$ cat config.mk
export PLATFORM = sky130hd
export DESIGN_NAME = jtkunio_rom_server
export DESIGN_NICKNAME = d
export VERILOG_FILES = /design/src/rtl/jtkunio_rom_pkg.sv /design/src/rtl/jtkunio_rom_slot.sv /design/src/rtl/jtkunio_rom_server.sv
export SDC_FILE = /design/constraint.sdc
export NUM_CORES = 1
export LEC_CHECK = 0
export CORE_UTILIZATION = 52
export DETAILED_ROUTE_END_ITERATION = 8
export PLACE_DENSITY = 0.86
export SYNTH_ARGS = -nofsm -noshare
export SYNTH_HDL_FRONTEND = slang
export SYNTH_SLANG_ARGS = --single-unit
$ cat constraint.sdc
create_clock -name clk -period 4.25 [get_ports clk]
set_clock_uncertainty 0.15 [all_clocks]
set_input_delay 0.85 -clock clk [delete_from_list [all_inputs] [get_ports clk]]
set_output_delay 0.85 -clock clk [all_outputs]
set_load 0.01 [all_outputs]
$ cat src/rtl/jtkunio_rom_pkg.sv
// Shared types and constants for the Kunio graphics ROM server:
// FSM states, slot identifiers and default SDRAM region bases.
package jtkunio_rom_pkg;

    typedef enum logic [1:0] {
        IDLE = 2'd0,
        REQ  = 2'd1,
        WAIT = 2'd2
    } state_e;

    localparam logic [1:0] SLOT_CHAR = 2'd0;
    localparam logic [1:0] SLOT_SCR  = 2'd1;
    localparam logic [1:0] SLOT_OBJ  = 2'd2;

    localparam int          DEF_AW          = 22;
    localparam logic [21:0] DEF_CHAR_OFFSET = 22'h00000;
    localparam logic [21:0] DEF_SCR_OFFSET  = 22'h04000;
    localparam logic [21:0] DEF_OBJ_OFFSET  = 22'h24000;

    // Widest port address; the transaction register is sized to hold any of them.
    localparam int TADDR_W = 18;

endpackage

$ cat src/rtl/jtkunio_rom_slot.sv
// One cached ROM word for a single video port: valid flag, tag address and data,
// with hit/miss evaluation against the port's live address.
module jtkunio_rom_slot
    import jtkunio_rom_pkg::*;
#(
    parameter int SW = 14
) (
    input  logic          clk,
    input  logic          rst,
    input  logic          en_i,
    input  logic [SW-1:0] addr_i,
    input  logic          we_i,
    input  logic [SW-1:0] waddr_i,
    input  logic [31:0]   wdata_i,
    output logic [31:0]   data_o,
    output logic          ok_o,
    output logic          miss_o
);

    logic          valid_q;
    logic [SW-1:0] caddr_q;
    logic [31:0]   cdata_q;
    logic          hit;

    always_ff @(posedge clk) begin
        if (rst) begin
            valid_q <= 1'b0;
            caddr_q <= '0;
            cdata_q <= '0;
        end else if (we_i) begin
            valid_q <= 1'b1;
            caddr_q <= waddr_i;
            cdata_q <= wdata_i;
        end
    end

    // A disabled port neither reports ok nor asks for service.
    assign hit    = valid_q && (addr_i == caddr_q);
    assign ok_o   = en_i && hit;
    assign miss_o = en_i && !hit;
    assign data_o = cdata_q;

endmodule

$ cat src/rtl/jtkunio_rom_server.sv
// Serves the char, scroll and object graphics ROM ports from one SDRAM read bus,
// keeping one cached word per port and refilling misses with fixed priority.
module jtkunio_rom_server
    import jtkunio_rom_pkg::*;
#(
    parameter int            AW          = DEF_AW,
    parameter logic [AW-1:0] CHAR_OFFSET = AW'(DEF_CHAR_OFFSET),
    parameter logic [AW-1:0] SCR_OFFSET  = AW'(DEF_SCR_OFFSET),
    parameter logic [AW-1:0] OBJ_OFFSET  = AW'(DEF_OBJ_OFFSET)
) (
    input  logic          clk,
    input  logic          rst,

    input  logic [13:0]   char_addr,
    output logic [31:0]   char_data,
    output logic          char_ok,

    input  logic [16:0]   scr_addr,
    output logic [31:0]   scr_data,
    output logic          scr_ok,

    input  logic          obj_cs,
    input  logic [17:0]   obj_addr,
    output logic [31:0]   obj_data,
    output logic          obj_ok,

    output logic [AW-1:0] sdram_addr,
    output logic          sdram_req,
    input  logic          sdram_ack,
    input  logic          sdram_rdy,
    input  logic [31:0]   sdram_dout
);

    state_e               st_q;
    logic [1:0]           id_q;
    logic [TADDR_W-1:0]   taddr_q;
    logic [AW-1:0]        sdram_addr_q;
    logic                 req_q;

    logic                 char_miss, scr_miss, obj_miss;
    logic [1:0]           win_id;
    logic [TADDR_W-1:0]   win_taddr;
    logic [AW-1:0]        win_saddr;
    logic                 done;
    logic                 we_char, we_scr, we_obj;

    // Fixed priority char > scr > obj; only consulted while idle.
    always_comb begin
        win_id    = SLOT_CHAR;
        win_taddr = TADDR_W'(char_addr);
        win_saddr = CHAR_OFFSET + AW'(char_addr);
        if (!char_miss && scr_miss) begin
            win_id    = SLOT_SCR;
            win_taddr = TADDR_W'(scr_addr);
            win_saddr = SCR_OFFSET + AW'(scr_addr);
        end else if (!char_miss && !scr_miss) begin
            win_id    = SLOT_OBJ;
            win_taddr = obj_addr;
            win_saddr = OBJ_OFFSET + AW'(obj_addr);
        end
    end

    always_ff @(posedge clk) begin
        if (rst) begin
            st_q         <= IDLE;
            id_q         <= SLOT_CHAR;
            taddr_q      <= '0;
            sdram_addr_q <= '0;
            req_q        <= 1'b0;
        end else begin
            case (st_q)
                IDLE: begin
                    if (char_miss || scr_miss || obj_miss) begin
                        id_q         <= win_id;
                        taddr_q      <= win_taddr;
                        sdram_addr_q <= win_saddr;
                        req_q        <= 1'b1;
                        st_q         <= REQ;
                    end
                end
                REQ: begin
                    // A rdy coincident with ack completes the transfer at once.
                    if (sdram_ack) begin
                        req_q <= 1'b0;
                        st_q  <= sdram_rdy ? IDLE : WAIT;
                    end
                end
                WAIT: begin
                    if (sdram_rdy) begin
                        st_q <= IDLE;
                    end
                end
                default: begin
                    req_q <= 1'b0;
                    st_q  <= IDLE;
                end
            endcase
        end
    end

    // Data lands under the latched address, never the port's current one.
    assign done    = sdram_rdy && ((st_q == WAIT) || (st_q == REQ && sdram_ack));
    assign we_char = done && (id_q == SLOT_CHAR);
    assign we_scr  = done && (id_q == SLOT_SCR);
    assign we_obj  = done && (id_q == SLOT_OBJ);

    jtkunio_rom_slot #(.SW(14)) u_char (
        .clk     (clk),
        .rst     (rst),
        .en_i    (1'b1),
        .addr_i  (char_addr),
        .we_i    (we_char),
        .waddr_i (taddr_q[13:0]),
        .wdata_i (sdram_dout),
        .data_o  (char_data),
        .ok_o    (char_ok),
        .miss_o  (char_miss)
    );

    jtkunio_rom_slot #(.SW(17)) u_scr (
        .clk     (clk),
        .rst     (rst),
        .en_i    (1'b1),
        .addr_i  (scr_addr),
        .we_i    (we_scr),
        .waddr_i (taddr_q[16:0]),
        .wdata_i (sdram_dout),
        .data_o  (scr_data),
        .ok_o    (scr_ok),
        .miss_o  (scr_miss)
    );

    jtkunio_rom_slot #(.SW(18)) u_obj (
        .clk     (clk),
        .rst     (rst),
        .en_i    (obj_cs),
        .addr_i  (obj_addr),
        .we_i    (we_obj),
        .waddr_i (taddr_q),
        .wdata_i (sdram_dout),
        .data_o  (obj_data),
        .ok_o    (obj_ok),
        .miss_o  (obj_miss)
    );

    assign sdram_addr = sdram_addr_q;
    assign sdram_req  = req_q;

endmodule

# [Word level (Yosys, flattened, before mapping)]
# Index checks and enable logic that the tools add are counted.
[op_classes] multipliers=0 n_bitwise=1 n_reduce_logical=23 shift=0 magnitude_cmp=0 muxes=14 n_eq_ne=10 n_addsub=2 div_mod_pow=0
[op_table] op="2-to-1 mux 19 bit" count=2
[op_table] op="2-to-1 mux 18 bit" count=2
[op_table] op="adder 18 x 18 -> 19 bit (first input constant)" count=1
[op_table] op="adder 15 x 17 -> 18 bit (first input constant)" count=1
[op_table] op="== test 18 bit" count=1
[op_table] op="== test 17 bit" count=1
[op_table] op="== test 14 bit" count=1
[op_table] op="logical AND 1 bit" count=12
[op_table] op="2-to-1 mux 2 bit" count=6
[op_table] op="inequality test 2 bit (second input constant)" count=3
[op_table] op="case mux 2 bit (3 select lines)" count=1
[op_table] op="AND reduction 3 bit" count=2
[op_table] op="== test 2 x 1 -> 1 bit (second input constant)" count=2
[op_table] op="== test 2 bit (second input constant)" count=2
[op_table] op="logical NOT 2 bit" count=2
[op_table] op="logical NOT 1 bit" count=3
[op_table] op="logical OR 1 bit" count=3
[op_table] op="case mux 1 bit (3 select lines)" count=1
[op_table] op="2-to-1 mux 1 bit" count=2
[op_table] op="AND reduction 2 bit" count=1
[op_table] op="inverter 1 bit" count=1
[word_totals] regBits=193 latchBits=0 word_cells=64 mem_count=0 input_bits=86 rom_bits=0 output_inout_bits=122 mem_bits_rw=0

# [Depth between registers and ports, before layout]
[logic_depth] word_depth=7 depth_mapped=8 ltp_nobuf=6

# [Hierarchy]
# A second synthesis with hierarchy kept.
[unflattened] hier_cells=737 hier_area_um2=7507.2
[modules_own_cells] module="jtkunio_rom_slot (u_obj)" instances=1 area_each_um2=1989.4 cells_each=191 seq_area_each_um2=1021.0
[modules_own_cells] module="jtkunio_rom_slot (u_scr)" instances=1 area_each_um2=1934.4 cells_each=188 seq_area_each_um2=1001.0
[modules_own_cells] module="jtkunio_rom_slot (u_char)" instances=1 area_each_um2=1819.2 cells_each=172 seq_area_each_um2=940.9
[modules_own_cells] module="jtkunio_rom_server" instances=1 area_each_um2=1764.2 cells_each=186 seq_area_each_um2=560.5

# [Worst setup path before layout]
# OpenSTA, ideal clock, no wires.
[synth_timing] kind="input-to-output" startpoint="in char_addr[8]" endpoint="out char_ok" arrival_time_ps=1933 setup_slack_ps=1317 stages=4 n_path_buf=1 t_required_ps=3250 path_cell_list="xnor2_1 nand4_1 nor4_4 clkbuf_1"
[synth_between] elab_chain_len=2
[synth_lines] element="start: declaration" line_no="jtkunio_rom_server.sv:14" text="input logic [13:0] char_addr,"
[synth_lines] element="== test 14 bit" line_no="jtkunio_rom_slot.sv:38" text="assign hit = valid_q && (addr_i == caddr_q);"
[synth_lines] element="logical AND 1 bit" line_no="jtkunio_rom_slot.sv:38"
[synth_lines] element="end: declaration" line_no="jtkunio_rom_server.sv:16" text="output logic char_ok,"
# No other way between the ends.

# [Worst setup path after layout]
[layout_timing] startpoint="in obj_addr[16]" endpoint="out obj_ok"
[layout_between] elab_chain_len=3
[layout_lines] element="start: declaration" line_no="jtkunio_rom_server.sv:23" text="input logic [17:0] obj_addr,"
[layout_lines] element="== test 18 bit" line_no="jtkunio_rom_slot.sv:38"
[layout_lines] element="logical AND 1 bit" line_no="jtkunio_rom_slot.sv:38"
[layout_lines] element="logical AND 1 bit" line_no="jtkunio_rom_slot.sv:39" text="assign ok_o = en_i && hit;"
[layout_lines] element="end: declaration" line_no="jtkunio_rom_server.sv:25" text="output logic obj_ok,"
# No other way between the ends.

==> flow_summary_export.csv <==
group,metric,value,unit
status,outcome,"finished clean",
critical_path,cp-startpoint,"obj_addr[16]",
logic_synthesis,yosysMostFrequentCell,"nand2_1",
timing,setup_viol,0,
clock_tree,holdBufCountCts,0,
route,first_iter_violations,751,
logic_synthesis,ys_warn_count,0,
grt,antenna_found_initial,0,
logic_synthesis,seq_area_frac_synth,46.79,%
cells_and_area,fin_area,10240,um2
logic_synthesis,synthesis.area,7530,um2
critical_path,rr_startpoint,"u_scr.caddr_q[2]$_SDFFE_PP0P_",
die,fp.dieW,122.3,um
logic_synthesis,synth_edf_count,0,
clock_tree,cts.clk_slew.worst_paths,0.07,ns
critical_path,endpoint_kind,"output pin",
cells_and_area,layout-drive-gt1-share,5.804,%
logic_synthesis,ys.flop_type,"dfxtp_1",
placed_design,place_area,9567,um2
route,ant_nets,0,
placed_design,portBuffers,204,
critical_path,cp.arrival,2.82,ns
logic_synthesis,async_reset_ff_share,0,%
timing,clock.fmax,261.9,MHz
clock_tree,htreeDepth,4,
power_and_ir_drop,p_leak,3.436,nW
clock_tree,post-cts-setup-buffer-count,0,
route,num_vias,7287,
clock_tree,cts_root_buffer,"clkbuf_16",
timing,slew_viol_final,0,
die,initial_utilization,53.83,%
logic_synthesis,syn_area_per_cell,7.968,um2
grt,track_usage,31.14,%
critical_path,rr_worst_depth,7,
route,dr.pass1.iters,5,
power_and_ir_drop,p_per_area,371.9,nW/um2
clock_tree,cts_tree,"built",
power_and_ir_drop,ir_worst_vdd,0.3580,mV
clock_tree,cts_buffer_depth,2,
die,die_y,122.3,um
cells_and_area,nFillCells,1063,
die,rows,43,
grt,grt.overflow.total,0,
logic_synthesis,synth_top_area_cell,"dfxtp_1",
timing,relSlewSlack,37.71,%
route,drc,0,
logic_synthesis,ys_ff_latch,176,
logic_synthesis,synth_common_cells,"nand2_1 (296), dfxtp_1 (176), a21oi_1 (151)",
die,core_region_area,13990,um2
die,die-area,14970,um2
critical_path,r2r_end,"taddr_q[15]$_SDFFE_PP0P_",
clock_tree,cts_sinks,176,
timing,final.min_clock_period,3.819,ns
critical_path,crit_path_max_fanout,5,
worst_hold_path,hold_start,"u_scr.data_o[10]$_SDFFE_PP0P_",
timing,rsz0062_at_grt,"no",
logic_synthesis,synthTopCellsByArea,"dfxtp_1 (47%), nand2_1 (15%), a21oi_1 (10%)",
critical_path,worst-r2r-setup-slack,1.52,ns
timing,worst_pin_slew,0.9344,ns
timing,hold_viol_final,0,
placed_design,gp_congestion,0.9292,
clock_tree,clock_latency,0.43,ns
worst_hold_path,holdPathEnd,"u_scr.data_o[10]$_SDFFE_PP0P_",
logic_synthesis,synth_top_area_share,46.79,%
die,io_pins,208,
critical_path,required,3.25,ns
route,wl_per_cell,17.75,um
grt,grt_max_degree,104,
clock_tree,cts_buffers,17,
cells_and_area,antenna_cells,0,
timing,fin_crit_sh,89.85,%
worst_hold_path,whs_path_depth,2,
worst_hold_path,min_path_type,"reg2reg",
cells_and_area,final_nets,1195,
critical_path,path_class,"in2out",
critical_path,critPathLaunchType,"primary input",
route,vias_per_cell,5.605,
timing,setup_tns,0,ns
logic_synthesis,synthCells,945,
grt,grt_first_pass_wirelength,35670,um
job,cap_violations,0,
cells_and_area,area_growth,35.96,%
logic_synthesis,synthDistinctLibCells,54,
grt,grt_pass1_vias,6983,
route,routed_wl,23080,um
placed_design,hpwlAfterDp,15400,um
clock_tree,ctsResizeCount,0,
## placed cells by master (no fill, tap or decap), types with 7 or more instances in the layout
cell type	netlist	layout
xnor2_1	44	44
nor2b_1	16	16
buf_4	17	17
clkbuf_16	0	17
nand2b_1	7	7
xor2_1	8	8
nor2_1	23	23
dfxtp_1	176	176
clkdlybuf4s50_1	0	203
nand3_1	24	24
a31oi_1	14	14
nand4_1	13	13
nand2_1	296	296
o21ai_0	17	17
a22o_1	14	14
a21oi_1	151	151
## state kept, by name (all words and copies together) (netlist names), 2 cells and up
name and count:
u_obj.data_o 32, u_scr.data_o 32, id_q 2, u_obj.caddr_q 18
taddr_q 18, sdram_addr 5, st_q 2, u_char.data_o 32
u_char.caddr_q 14, u_scr.caddr_q 17
## logic make-up after synthesis
family / after synthesis / share of synthesized area [%]
muxes: 8 / 1.097
adders and majority gates: 2 / 0.3323
DFF: 176 / 46.79
xor gates and xnor gates: 52 / 6.049
AOI/OAI and AO/OA: 215 / 16.22
buffers and inverters: 81 / 5.483
other: 1 / 0.04980
and+or+nand+nor: 410 / 23.98
## critical path: stages
cell	delay [ns]
clkdlybuf4s50_1	0.58
xnor2_1	0.15
nand4_1	0.11
nor4_1	0.26
buf_4	0.17
and3_1	0.15
clkdlybuf4s50_1	0.54
## where the power goes
group,total [mW],leakage (nW),switching (mW),internal [mW]
Clock,1.75,0.331,0.660,1.09
Sequential,1.71,1.42,0.0298,1.68
Combinational,0.345,1.68,0.173,0.172
## worst max-delay path by stage
stage,end,slack (ns),depth (start not counted)
2_1_floorplan,char_ok,1.32,4
3_3_place_gp,obj_ok,0.42,7
3_5_place_dp,obj_ok,0.42,7
4_1_cts,obj_ok,0.42,7
5_1_grt,obj_ok,0.32,7
6_report,obj_ok,0.43,7
## cell type report
class / instances / area, um2 / share of cell area, %
Sequential cell: 176 / 3523 / 34.42
Tap cell: 180 / 225.2 / 2.200
Timing Repair Buffer: 222 / 2200 / 21.49
Clock inverter: 12 / 203.9 / 1.992
Multi-Input combinational cell: 690 / 3618 / 35.35
Clock buffer: 20 / 466.7 / 4.559
## routing by layer
layer  part of all wire [%]  wire, um  up-vias  track usage (%)
met3                    9.9      2291       47            10.32
met1                     40      9272     3436            38.02
met4                    2.7       629        0            12.73
met2                     47     10890      346            50.25
met5                      0         0        -                0
li1                       -         -     3458                -
## stage by stage
step	utilization (%)	total power, mW	cells	setup slack [ns]	hold WS (ns)
2_1_floorplan	-	1.904	947	1.317	0.2899
3_3_place_gp	68.39	2.082	1268	0.4221	0.2907
3_5_place_dp	68.39	2.083	1268	0.4245	0.2960
4_1_cts	73.18	3.808	1300	0.4245	0.3040
5_1_grt	73.18	3.922	1300	0.3227	0.3202
6_report	73.18	3.807	1300	0.4314	0.3032
Note: power is estimated with default switching activity, not from simulation.
